### config.mk
export PLATFORM = sky130hd
export DESIGN_NAME = sys_out_fifo
export DESIGN_NICKNAME = d
export VERILOG_FILES = /design/src/rtl/sys_out_fifo.sv
export SDC_FILE = /design/constraint.sdc
export NUM_CORES = 1
export LEC_CHECK = 0
export CORE_UTILIZATION = 57
export CTS_CLUSTER_DIAMETER = 50
export CTS_CLUSTER_SIZE = 10
export DETAILED_ROUTE_END_ITERATION = 8
export HOLD_SLACK_MARGIN = 0.02
export PLACE_DENSITY = 0.83
export SETUP_SLACK_MARGIN = 0.5
export SYNTH_ARGS = -nofsm -noshare
export SYNTH_HDL_FRONTEND = slang
export SYNTH_SLANG_ARGS = --single-unit
### constraint.sdc
create_clock -name clk -period 4.2 [get_ports clk]
set_input_delay 0.42 -clock clk [delete_from_list [all_inputs] [get_ports clk]]
set_output_delay 0.42 -clock clk [all_outputs]
set_load 0.1 [all_outputs]
### src/rtl/sys_out_fifo.sv
// Output buffer for processor writes to the system output port.
// First-word fall-through FIFO; pushes that find it full are dropped and latch a sticky overflow flag.
module sys_out_fifo #(
    parameter int AW = 2,
    parameter int W  = 8
) (
    input  logic          clk,
    input  logic          rst,
    input  logic          wr_en,
    input  logic [W-1:0]  wr_data,
    output logic          out_valid,
    output logic [W-1:0]  out_data,
    input  logic          out_ready,
    output logic          full,
    output logic [AW:0]   count,
    output logic          ovf,
    input  logic          ovf_clr
);

    localparam int unsigned DEPTH = 2 ** AW;
    localparam logic [AW:0] DEPTH_CNT = (AW+1)'(DEPTH);

    logic [W-1:0]  mem [DEPTH];
    logic [AW-1:0] wr_ptr;
    logic [AW-1:0] rd_ptr;
    logic          pop;
    logic          push;
    logic          drop;

    assign out_valid = (count != '0);
    assign full      = (count == DEPTH_CNT);
    assign out_data  = mem[rd_ptr];

    // A full buffer still accepts a byte when the head leaves in the same cycle.
    assign pop  = out_valid & out_ready;
    assign push = wr_en & (~full | pop);
    assign drop = wr_en & full & ~pop;

    always_ff @(posedge clk) begin
        if (rst) begin
            wr_ptr <= '0;
            rd_ptr <= '0;
            count  <= '0;
            ovf    <= 1'b0;
            for (int unsigned i = 0; i < DEPTH; i++) begin
                mem[i] <= '0;
            end
        end else begin
            if (push) begin
                mem[wr_ptr] <= wr_data;
                wr_ptr      <= wr_ptr + 1'b1;
            end
            if (pop) begin
                rd_ptr <= rd_ptr + 1'b1;
            end
            if (push && !pop) begin
                count <= count + 1'b1;
            end else if (pop && !push) begin
                count <= count - 1'b1;
            end
            if (drop) begin
                ovf <= 1'b1;
            end else if (ovf_clr) begin
                ovf <= 1'b0;
            end
        end
    end

endmodule

==> run summary, run 1 <==
Most Used Layer, Global Route -> met2
Clock Path Buffers -> 2
Final Wtd Congestion -> 0.7129
Arrival time worst endpoint -> 2.60 ns
Clk_skew -> 0.007402 ns
Final setup TNS -> 0 ns
Die X -> 59.40 um
Sw frac -> 0.4585
Pwr/cell area -> 695.9 nW/um^2
Int Pwr -> 0.8529 mW
DRT antenna net count -> 0
IO Count -> 27
Die area -> 3528 um^2
Clk slew on worst S/H paths -> 0.12 ns
Dpl ws -> 1.425 ns
Slew Viols, Final -> 0
Cells along the critical path -> mux4_2 > clkdlybuf4s50_1
Worst IR drop on VDD -> 0.6980 mV
Largest net degree at the start of global routing -> 19
Core Region -> 3078 um^2
Number of core rows -> 20
# Post-CTS Setup Buffers -> 0
# setup viols final -> 0
Max-Cap Viols -> 0
Worst-path maximum fanout -> 8
Drt wl/cell -> 16.41 um
Synth Area per Inst -> 14.56 um^2
DRT iter0 DRCs -> 30
Remaining Overflow, GRT -> 0
Clock power share -> 0.161
CTS root buf -> clkbuf_4
Post-CTS sizing -> 0
Cell Count, Final, Fillers Out -> 203
Synth warn -> 0
Hold_buf cts -> 0
Syn nets -> 144
Total CTS buffers -> 5
Final WL -> 3332 um
# DRC -> 0
Netlist cell types -> 30
Post-placement cell count -> 195
H-tree Lvls -> 2
Vias in the first global route -> 1120
GR Util met3 -> 0.04585
CP max stage delay -> 0.98 ns
Total Routing Usage GR -> 0.2267
TritonCTS clock tree -> done
Clk sinks -> 42
Worst setup margin -> 1.185 ns
Synthesized area -> 1878 um^2
First-pass GRT wire length -> 5382 um
Setup repair after global routing missed its margin -> no
Post-synthesis sequential area ratio -> 0.6183
Via count -> 1131
Tightest Pin Transition -> 0.9852 ns
Clock latency on the worst-skew pair -> 0.35 ns
Startpoint types -> flop
Flop pwr share -> 0.369
Net count, final -> 173
Worst path buffer plus inverter count -> 1
Fin. Hold Viols -> 0
Hold Crit Class -> flop to flop
N_diodes -> 0
Critical Path RT -> 3.78 ns
Max Clock Freq -> 331.7 MHz
Vias per cell -> 5.571
Die span in y -> 59.40 um
FF+latch count, synth -> 42
Final core occ -> 0.7354
Crit path max-delay family -> buffers and inverters
Initial antenna violation count -> 0
Tcrit/Tclk final -> 0.7179
Syn Inst Count -> 129
GR Layer Usage met2 -> 0.3756
Critical path endpoint category -> output pin
Detail Placement HPWL -> 2346 um
Met1 Usage GRT -> 0.2770
Highest-delay cell along the critical path -> clkdlybuf4s50_1
Static Leakage -> 0.8163 nW
Total power -> 1.575 mW
Gate power share -> 0.470
Initial core utilization -> 0.6102
NetSw -> 0.7222 mW
Status -> finished clean
Max_slew headroom -> 0.3412
Port Buffers -> 26
Fraction of layout cells with a size suffix above 1 -> 0.1384
First-pass DRT Iterations -> 4
WS Path Type -> flop to output pin
Layout area overhead -> 20.52%
Final Critical Period -> 3.015 ns
layer usage:
| metal | vias to the layer above | wire length, um | share of wire |
|---|---|---|---|
| met5 | - | 0 | 0 |
| met1 | 559 | 1321 | 0.40 |
| met4 | 0 | 48 | 0.014 |
| met3 | 6 | 187 | 0.056 |
| met2 | 30 | 1774 | 0.53 |
| li1 | 536 | - | - |
state kept, by name, summed over array words and instances (netlist names), named ones only:
name and count:
count 3, mem 32, ovf 1, rd_ptr 2, wr_ptr 2
stage by stage:
step,hold WS (ns),instance area (um^2)
after global routing,0.5385,2263
final,0.5172,2263
after floorplan,0.4847,1883
after CTS,0.5187,2257
after detailed placement,0.5055,2182
after global placement,0.4565,2182
worst min-delay path, cell delays in order, from the launching register on:
cell and delay [ns]:
dfxtp_1 0.33, nand2b_1 0.09, a21oi_1 0.06
placed cells by master, fill, tap and decap left out:
cell type        instances
nor4_2                   1
mux2i_1                  1
clkbuf_4                 5
edfxtp_1                32
bufinv_16                1
nand2b_1                 3
nand3b_1                 1
nand2_1                  1
nor2_1                   8
xor2_1                   4
nor4b_4                  1
ha_1                     1
clkbuf_1                 2
dfxtp_1                 10
nor4b_2                  1
nor2b_1                  1
clkdlybuf4s50_1         26
or3_1                    3
a21oi_1                  3
o31ai_1                  1
o21ai_0                  2
fa_1                     1
mux2_2                   1
and4bb_2                 1
mux4_2                   8
o311ai_0                 1
nor3b_2                  1
and2_1                  32
a31o_2                   2
inv_1                    2
a21o_1                   1
nor3b_1                  1
layout make-up:
cell class	instances	area [um^2]
inverter	2	7.507
fill	199	814.5
timing repair buffer	26	260.3
sequential	42	1161
clock buffer	7	45.04
clock inverter	1	30.03
tap	44	55.05
multi-input combinational	81	704.4
synthesized netlist by cell type:
| cell type | number | area, um^2 |
|---|---|---|
| inv_1 | 2 | 7.510 |
| nand2b_1 | 3 | 18.77 |
| nor4b_2 | 1 | 15.01 |
| nor3b_1 | 2 | 15.01 |
| edfxtp_1 | 32 | 960.9 |
| o31ai_1 | 1 | 7.510 |
| a21oi_1 | 3 | 15.01 |
| nand2_1 | 1 | 3.750 |
| mux2_2 | 1 | 11.26 |
| o311ai_0 | 1 | 8.760 |
| fa_1 | 1 | 20.02 |
| and2_1 | 32 | 200.2 |
| mux2i_1 | 1 | 10.01 |
| a31o_2 | 2 | 17.52 |
| and4bb_2 | 1 | 12.51 |
| o21ai_0 | 2 | 10.01 |
| ha_1 | 1 | 12.51 |
| nor4b_4 | 1 | 23.77 |
| a21o_1 | 1 | 7.510 |
| buf_1 | 2 | 7.510 |
| or3_1 | 3 | 18.77 |
| dfxtp_1 | 10 | 200.2 |
| nor2_1 | 8 | 30.03 |
| nor4_1 | 1 | 6.260 |
| xor2_1 | 4 | 35.03 |
| buf_2 | 1 | 5.000 |
| nand3b_1 | 1 | 7.510 |
| nor2b_1 | 1 | 6.260 |
| clkbuf_1 | 1 | 3.750 |
| mux4_2 | 8 | 180.2 |
path summary, 6_finish.rpt:
| path | slack, ns | endpoint | cells after the start | from |
|---|---|---|---|---|
| worst max-delay path | 1.18 | out_data[1] | 2 | flop |
| worst min-delay path | 0.52 | ovf$_SDFFE_PP0P_ | 2 | ovf$_SDFFE_PP0P_ |
| worst max register to register | 1.82 | count[2]$_SDFFE_PP0P_ | 8 | count[0]$_SDFFE_PP0P_ |
| worst min register to register | 0.52 | ovf$_SDFFE_PP0P_ | 2 | ovf$_SDFFE_PP0P_ |
power groups by stage:
stage	clock network [mW]	registers (mW)	logic, mW
2_1_floorplan	0	0.652	0.521
3_3_place_gp	0	0.589	0.731
3_5_place_dp	0	0.593	0.740
4_1_cts	0.256	0.584	0.742
5_1_grt	0.270	0.596	0.773
6_report	0.254	0.582	0.740
logic make-up after synthesis:
kind of cell    after synthesis  synth area share
simple gates                 55            0.1905
compound gates               10           0.03531
fa+ha+maj                     2           0.01732
buf+inv                       6           0.01266
xor+xnor                      4           0.01865
flops                        42            0.6183
mux                          10            0.1073
(Power assumes the default switching activity.)
==> run 2, diff against run 1 <==
--- a/config.mk
+++ b/config.mk
@@ -5,12 +5,12 @@
 export SDC_FILE = /design/constraint.sdc
 export NUM_CORES = 1
 export LEC_CHECK = 0
-export CORE_UTILIZATION = 57
+export CORE_UTILIZATION = 53
 export CTS_CLUSTER_DIAMETER = 50
 export CTS_CLUSTER_SIZE = 10
 export DETAILED_ROUTE_END_ITERATION = 8
 export HOLD_SLACK_MARGIN = 0.02
-export PLACE_DENSITY = 0.83
+export PLACE_DENSITY = 0.78
 export SETUP_SLACK_MARGIN = 0.5
 export SYNTH_ARGS = -nofsm -noshare
 export SYNTH_HDL_FRONTEND = slang
==> constraint.sdc (replaced) <==
create_clock -name clk -period 3.1 [get_ports clk]
set_input_delay 0.31 -clock clk [delete_from_list [all_inputs] [get_ports clk]]
set_output_delay 0.31 -clock clk [all_outputs]
set_load 0.1 [all_outputs]
==> run summary, run 2 (synthesized netlist as in run 1, its figures left out) <==
DRT antenna net count -> 0 (unchanged)
Highest-delay cell along the critical path -> clkdlybuf4s50_1
Final core occ -> 0.6804 (-0.05493)
Worst setup margin -> 0.6288 ns (-0.5561 ns)
Vias in the first global route -> 1167 (+4.2%)
Pwr/cell area -> 972.0 nW/um^2 (+40%)
Core Region -> 3363 um^2 (+9.3%)
Die X -> 61.53 um (+3.6%)
Total CTS buffers -> 5 (unchanged)
First-pass GRT wire length -> 5451 um (+1.3%)
Startpoint types -> flop
Clock latency on the worst-skew pair -> 0.35 ns (about the same)
R2R Path End -> count[2]$_SDFFE_PP0P_
Biggest register -> mem
H-tree Lvls -> 2 (unchanged)
Post-CTS sizing -> 0 (unchanged)
Clock Path Buffers -> 2 (unchanged)
Hold Startpoint -> ovf$_SDFFE_PP0P_
Detail Placement HPWL -> 2441 um (+4.0%)
Hold_buf cts -> 0 (unchanged)
Fillers -> 261 (+31%)
Max-Cap Viols -> 0 (unchanged)
Critical Path RT -> 2.79 ns (-0.99 ns)
Initial antenna violation count -> 0 (unchanged)
Net count, final -> 175 (+1.2%)
# Post-CTS Setup Buffers -> 0 (unchanged)
Arrival time worst endpoint -> 2.16 ns (-0.44 ns)
Commonest non-fill, non-tap cells in the layout -> 32 x and2_1, 32 x edfxtp_1, 15 x clkdlybuf4s50_1, 13 x buf_4
Cells along the critical path -> or3_1 > clkdlybuf4s50_1
Total power -> 2.224 mW (+41%)
Layout area overhead -> 21.85%
Hold Crit Class -> flop to flop
First-pass DRT Iterations -> 4 (unchanged)
Dpl ws -> 0.4549 ns (-0.9700 ns)
Largest net degree at the start of global routing -> 19 (unchanged)
CP max stage delay -> 1.14 ns (+0.16 ns)
Register area -> 1165 um^2 (+0.32%)
# DRC -> 0 (unchanged)
CTS root buf -> clkbuf_4
Clk sinks -> 42 (unchanged)
Worst-path maximum fanout -> 8 (unchanged)
Critical R2R Launch -> count[0]$_SDFFE_PP0P_
# setup viols final -> 0 (unchanged)
Max Clock Freq -> 404.7 MHz
Fin. Hold Viols -> 0 (unchanged)
Area of the multi-input gates -> 704.4 um^2 (unchanged)
Final WL -> 3605 um (+8.2%)
Critical path endpoint category -> output pin
TritonCTS clock tree -> done
Final Critical Period -> 2.471 ns
Final setup TNS -> 0 ns (unchanged)
Vias per cell -> 5.527 (-0.81%)
Largest registers -> mem (32), count (3)
WS Path Type -> flop to output pin
IO Count -> 27 (unchanged)
DRT iter0 DRCs -> 47 (+57%)
Clk_skew -> 0.01003 ns (+0.002626 ns)
Remaining Overflow, GRT -> 0 (unchanged)
Max_slew headroom -> 0.3358 (-0.005397)
Static Leakage -> 0.8602 nW (+5.4%)
Tightest Pin Transition -> 0.9932 ns (+0.008070 ns)
Worst r2r path cells -> 8 (unchanged)
WHS -> 0.4823 ns (-0.03492 ns)
Initial core utilization -> 0.5584 (-0.05175)
Flop2flop setup slack -> 0.82 ns (-1.00 ns)
Setup repair after global routing missed its margin -> no
Final Wtd Congestion -> 0.7623 (+6.9%)
Total Routing Usage GR -> 0.2167 (-0.009943)
Die span in y -> 61.53 um (+3.6%)
Flip-flop count of the largest register after layout -> 32 (unchanged)
Hold EP -> ovf$_SDFFE_PP0P_
Clk slew on worst S/H paths -> 0.13 ns (about the same)
Port Buffers -> 26 (unchanged)
Tcrit/Tclk final -> 0.7972
Status -> finished clean
Fraction of layout cells with a size suffix above 1 -> 0.2422 (+0.1039)
Die area -> 3785 um^2 (+7.3%)
Drt wl/cell -> 17.42 um (+6.1%)
Via count -> 1144 (+1.1%)
Worst IR drop on VDD -> 0.5125 mV (-27%)
Number of core rows -> 21 (+5.0%)
N_diodes -> 0 (unchanged)
Slew Viols, Final -> 0 (unchanged)
Hold Path Cell Cnt -> 2 (unchanged)
## run 2: changes by cell type in the layout (fill, tap and decap cells not counted), moves of 2 or more
cell             change
clkbuf_1             -2
dfxtp_2              +3
buf_4               +13
clkdlybuf4s50_1     -11
dfxtp_1              -3
## run 2: worst max path at each step
| stage | slack, ns | to | startpoint | depth (start not counted) |
|---|---|---|---|---|
| finish | 0.63 | out_valid | count[0]$_SDFFE_PP0P_ | 2 |
| global route | 0.57 | out_valid | count[0]$_SDFFE_PP0P_ | 2 |
| CTS | 0.61 | out_valid | count[0]$_SDFFE_PP0P_ | 2 |
| detailed placement | 0.45 | count[2]$_SDFFE_PP0P_ | out_ready | 9 |
| global placement | 0.52 | count[2]$_SDFFE_PP0P_ | out_ready | 9 |
| floorplan | 0.64 | count[2]$_SDFFE_PP0P_ | count[0]$_SDFFE_PP0P_ | 8 |
## run 2: layout make-up
type | count | share of cell area
Inverter | 2 | 0.003280
Clock inverter | 1 | 0.01312
Multi-Input combinational cell | 81 | 0.3078
Sequential cell | 42 | 0.5090
Timing Repair Buffer | 28 | 0.1083
Clock buffer | 7 | 0.03335
Tap cell | 46 | 0.02515
## run 2: per-stage QoR
step	area, um^2	cells
2_1_floorplan	1893	129
3_3_place_gp	2182	199
3_5_place_dp	2182	199
4_1_cts	2288	207
5_1_grt	2288	207
6_report	2288	207
## run 2: layer usage
| metal | global-route usage | part of all wire |
|---|---|---|
| met1 | 0.2455 | 0.41 |
| met2 | 0.3717 | 0.53 |
| met3 | 0.06933 | 0.047 |
| met4 | 0.1016 | 0.012 |
| met5 | 0 | 0 |
## run 2: power by group
group          leakage (nW)  switching [mW]  internal (mW)
Sequential            0.418           0.109          0.694
Combinational         0.385           0.716          0.282
Clock                0.0567           0.183          0.241
## run 2: worst max-delay path, delay by kind of cell, from the launching register on
family | cells | cell delay (ns)
buffers and inverters | 1 | 1.14
flip-flops | 1 | 0.49
AND/OR/NAND/NOR | 1 | 0.16
==> run 3, diff against run 2 <==
==> constraint.sdc (replaced) <==
create_clock -name clk -period 2.4 [get_ports clk]
set_input_delay 0.24 -clock clk [delete_from_list [all_inputs] [get_ports clk]]
set_output_delay 0.24 -clock clk [all_outputs]
set_load 0.1 [all_outputs]
==> run summary, run 3 (synthesized netlist as in run 1, its figures left out) <==
Hold Crit Class -> flop to flop
Hold_buf cts -> 0 (unchanged)
Flop pwr share -> 0.343 (-0.018)
Fillers -> 241 (-7.7%)
CTS root buf -> clkbuf_4
Initial antenna violation count -> 0 (unchanged)
First-pass GRT wire length -> 5423 um (-0.51%)
Register area -> 1176 um^2 (+0.97%)
# setup viols final -> 0 (unchanged)
Arrival time worst endpoint -> 2.27 ns (+0.11 ns)
NetSw -> 1.333 mW (+32%)
Final Critical Period -> 1.978 ns
Final WL -> 3539 um (-1.8%)
Total Routing Usage GR -> 0.2115 (-0.005279)
Slew Viols, Final -> 0 (unchanged)
Status -> finished clean
R2R Path End -> count[2]$_SDFFE_PP0P_
Commonest non-fill, non-tap cells in the layout -> 32 x and2_1, 32 x edfxtp_1, 21 x buf_4, 12 x clkdlybuf4s50_1
Startpoint types -> primary input
Sw frac -> 0.4405 (-0.01244)
Static Leakage -> 0.9393 nW (+9.2%)
Max-Cap Viols -> 0 (unchanged)
Flip-flop count of the largest register after layout -> 32 (unchanged)
Layout area overhead -> 30.18%
Dpl ws -> 0.1215 ns (-0.3334 ns)
Vias in the first global route -> 1109 (-5.0%)
Total power -> 3.026 mW (+36%)
Net count, final -> 188 (+7.4%)
WHS -> 0.4999 ns (+0.01758 ns)
Clock power share -> 0.180 (-0.010)
# DRC -> 0 (unchanged)
Vias per cell -> 5.309 (-3.9%)
Pwr/cell area -> 1238 nW/um^2 (+27%)
Setup repair after global routing missed its margin -> yes
Die X -> 61.53 um (unchanged)
DRT iter0 DRCs -> 62 (+32%)
Hold Path Cell Cnt -> 2 (unchanged)
Biggest register -> mem
Worst IR drop on VDD -> 0.8334 mV (+63%)
Final setup TNS -> 0 ns (unchanged)
Hold EP -> ovf$_SDFFE_PP0P_
Die span in y -> 61.53 um (unchanged)
First-pass DRT Iterations -> 4 (unchanged)
Critical path endpoint category -> flop
Final Wtd Congestion -> 0.7376 (-3.2%)
DRT antenna net count -> 0 (unchanged)
Worst-path maximum fanout -> 4 (-4)
Clock Path Buffers -> 2 (unchanged)
Critical Path RT -> 2.69 ns (-0.10 ns)
H-tree Lvls -> 2 (unchanged)
N_diodes -> 0 (unchanged)
Detail Placement HPWL -> 2483 um (+1.7%)
Fin. Hold Viols -> 0 (unchanged)
Remaining Overflow, GRT -> 0 (unchanged)
Core Region -> 3363 um^2 (unchanged)
Clk sinks -> 42 (unchanged)
Fraction of layout cells with a size suffix above 1 -> 0.3563 (+0.1141)
TritonCTS clock tree -> done
Clock latency on the worst-skew pair -> 0.35 ns (about the same)
Clk_skew -> 0.005462 ns (-0.004566 ns)
Max Clock Freq -> 505.5 MHz
Die area -> 3785 um^2 (unchanged)
Max_slew headroom -> 0.5614 (+0.2257)
Number of core rows -> 21 (unchanged)
Worst setup margin -> 0.4218 ns (-0.2070 ns)
Area of the multi-input gates -> 729.5 um^2 (+3.6%)
Drt wl/cell -> 16.09 um (-7.6%)
Total CTS buffers -> 5 (unchanged)
Final core occ -> 0.7269 (+0.04650)
Largest registers -> mem (32), count (3)
Gate power share -> 0.477 (+0.028)
Clk slew on worst S/H paths -> 0.13 ns (about the same)
WS Path Type -> primary input to flop
Initial core utilization -> 0.5584 (unchanged)
Critical R2R Launch -> count[0]$_SDFFE_PP0P_
Hold Startpoint -> ovf$_SDFFE_PP0P_
Int Pwr -> 1.693 mW (+39%)
IO Count -> 27 (unchanged)
Via count -> 1168 (+2.1%)
Tcrit/Tclk final -> 0.8242
Largest net degree at the start of global routing -> 18 (-1)
Port Buffers -> 26 (unchanged)
Flop2flop setup slack -> 0.43 ns (-0.39 ns)
Worst r2r path cells -> 7 (-1)
Tightest Pin Transition -> 0.6518 ns (-0.3414 ns)
==> run 3: cell count changes in the layout (fill, tap and decap cells not counted), sizes merged <==
cell           change
buf               +16
clkdlybuf4s50      -3
==> run 3: per-layer routing <==
layer / track usage / wire length [um] / vias up
met5: 0 / 0 / -
met4: 0.06667 / 27 / 0
met3: 0.06303 / 124 / 5
met2: 0.3456 / 1914 / 25
met1: 0.2722 / 1472 / 575
li1: - / - / 563
==> run 3: power groups by stage <==
stage                     combinational [mW]  clock [mW]  sequential (mW)
final                                   1.45       0.544             1.04
after global routing                    1.52       0.578             1.06
after CTS                               1.33       0.549             1.06
after detailed placement                1.30           0             1.06
after global placement                  1.28           0             1.05
after floorplan                        0.925           0             1.16
==> run 3: final cells by class <==
class	count	share of cell area
clock buffer	7	0.03122
clock inverter	1	0.01228
inverter	2	0.003071
multi-input combinational	81	0.2984
sequential	42	0.4811
tap	46	0.02354
timing repair buffer	41	0.1505
==> run 3: worst max path at each step <==
stage	cells past startpoint	end	start	slack, ns
6_report	9	count[2]$_SDFFE_PP0P_	out_ready	0.42
5_1_grt	7	count[2]$_SDFFE_PP0P_	count[0]$_SDFFE_PP0P_	0.35
4_1_cts	7	count[2]$_SDFFE_PP0P_	count[1]$_SDFFE_PP0P_	0.47
3_5_place_dp	9	count[2]$_SDFFE_PP0P_	out_ready	0.12
3_3_place_gp	9	count[2]$_SDFFE_PP0P_	out_ready	0.21
2_1_floorplan	8	count[2]$_SDFFE_PP0P_	count[1]$_SDFFE_PP0P_	0.31
==> run 3: repair_timing <==
action | in CTS | in global routing
endpoints found under the setup margin | 10 | 9
hold endpoints to repair | 0 | 0
resized for setup | 4 | 9
pin swaps | 2 | 2
setup buffers | 2 | 4
==> run 3: per-stage QoR <==
step	cells	cell area (um^2)
2_1_floorplan	129	1908
3_3_place_gp	206	2242
3_5_place_dp	206	2242
4_1_cts	216	2381
5_1_grt	220	2445
6_report	220	2445
==> run 3: critical path, cell delays in order <==
cell and delay (ns):
clkdlybuf4s50_1 0.61, nor4b_4 0.09, nor2b_2 0.15, ha_2 0.21, inv_2 0.04, fa_2 0.33, xor2_1 0.15, or3_1 0.33
a21oi_2 0.12
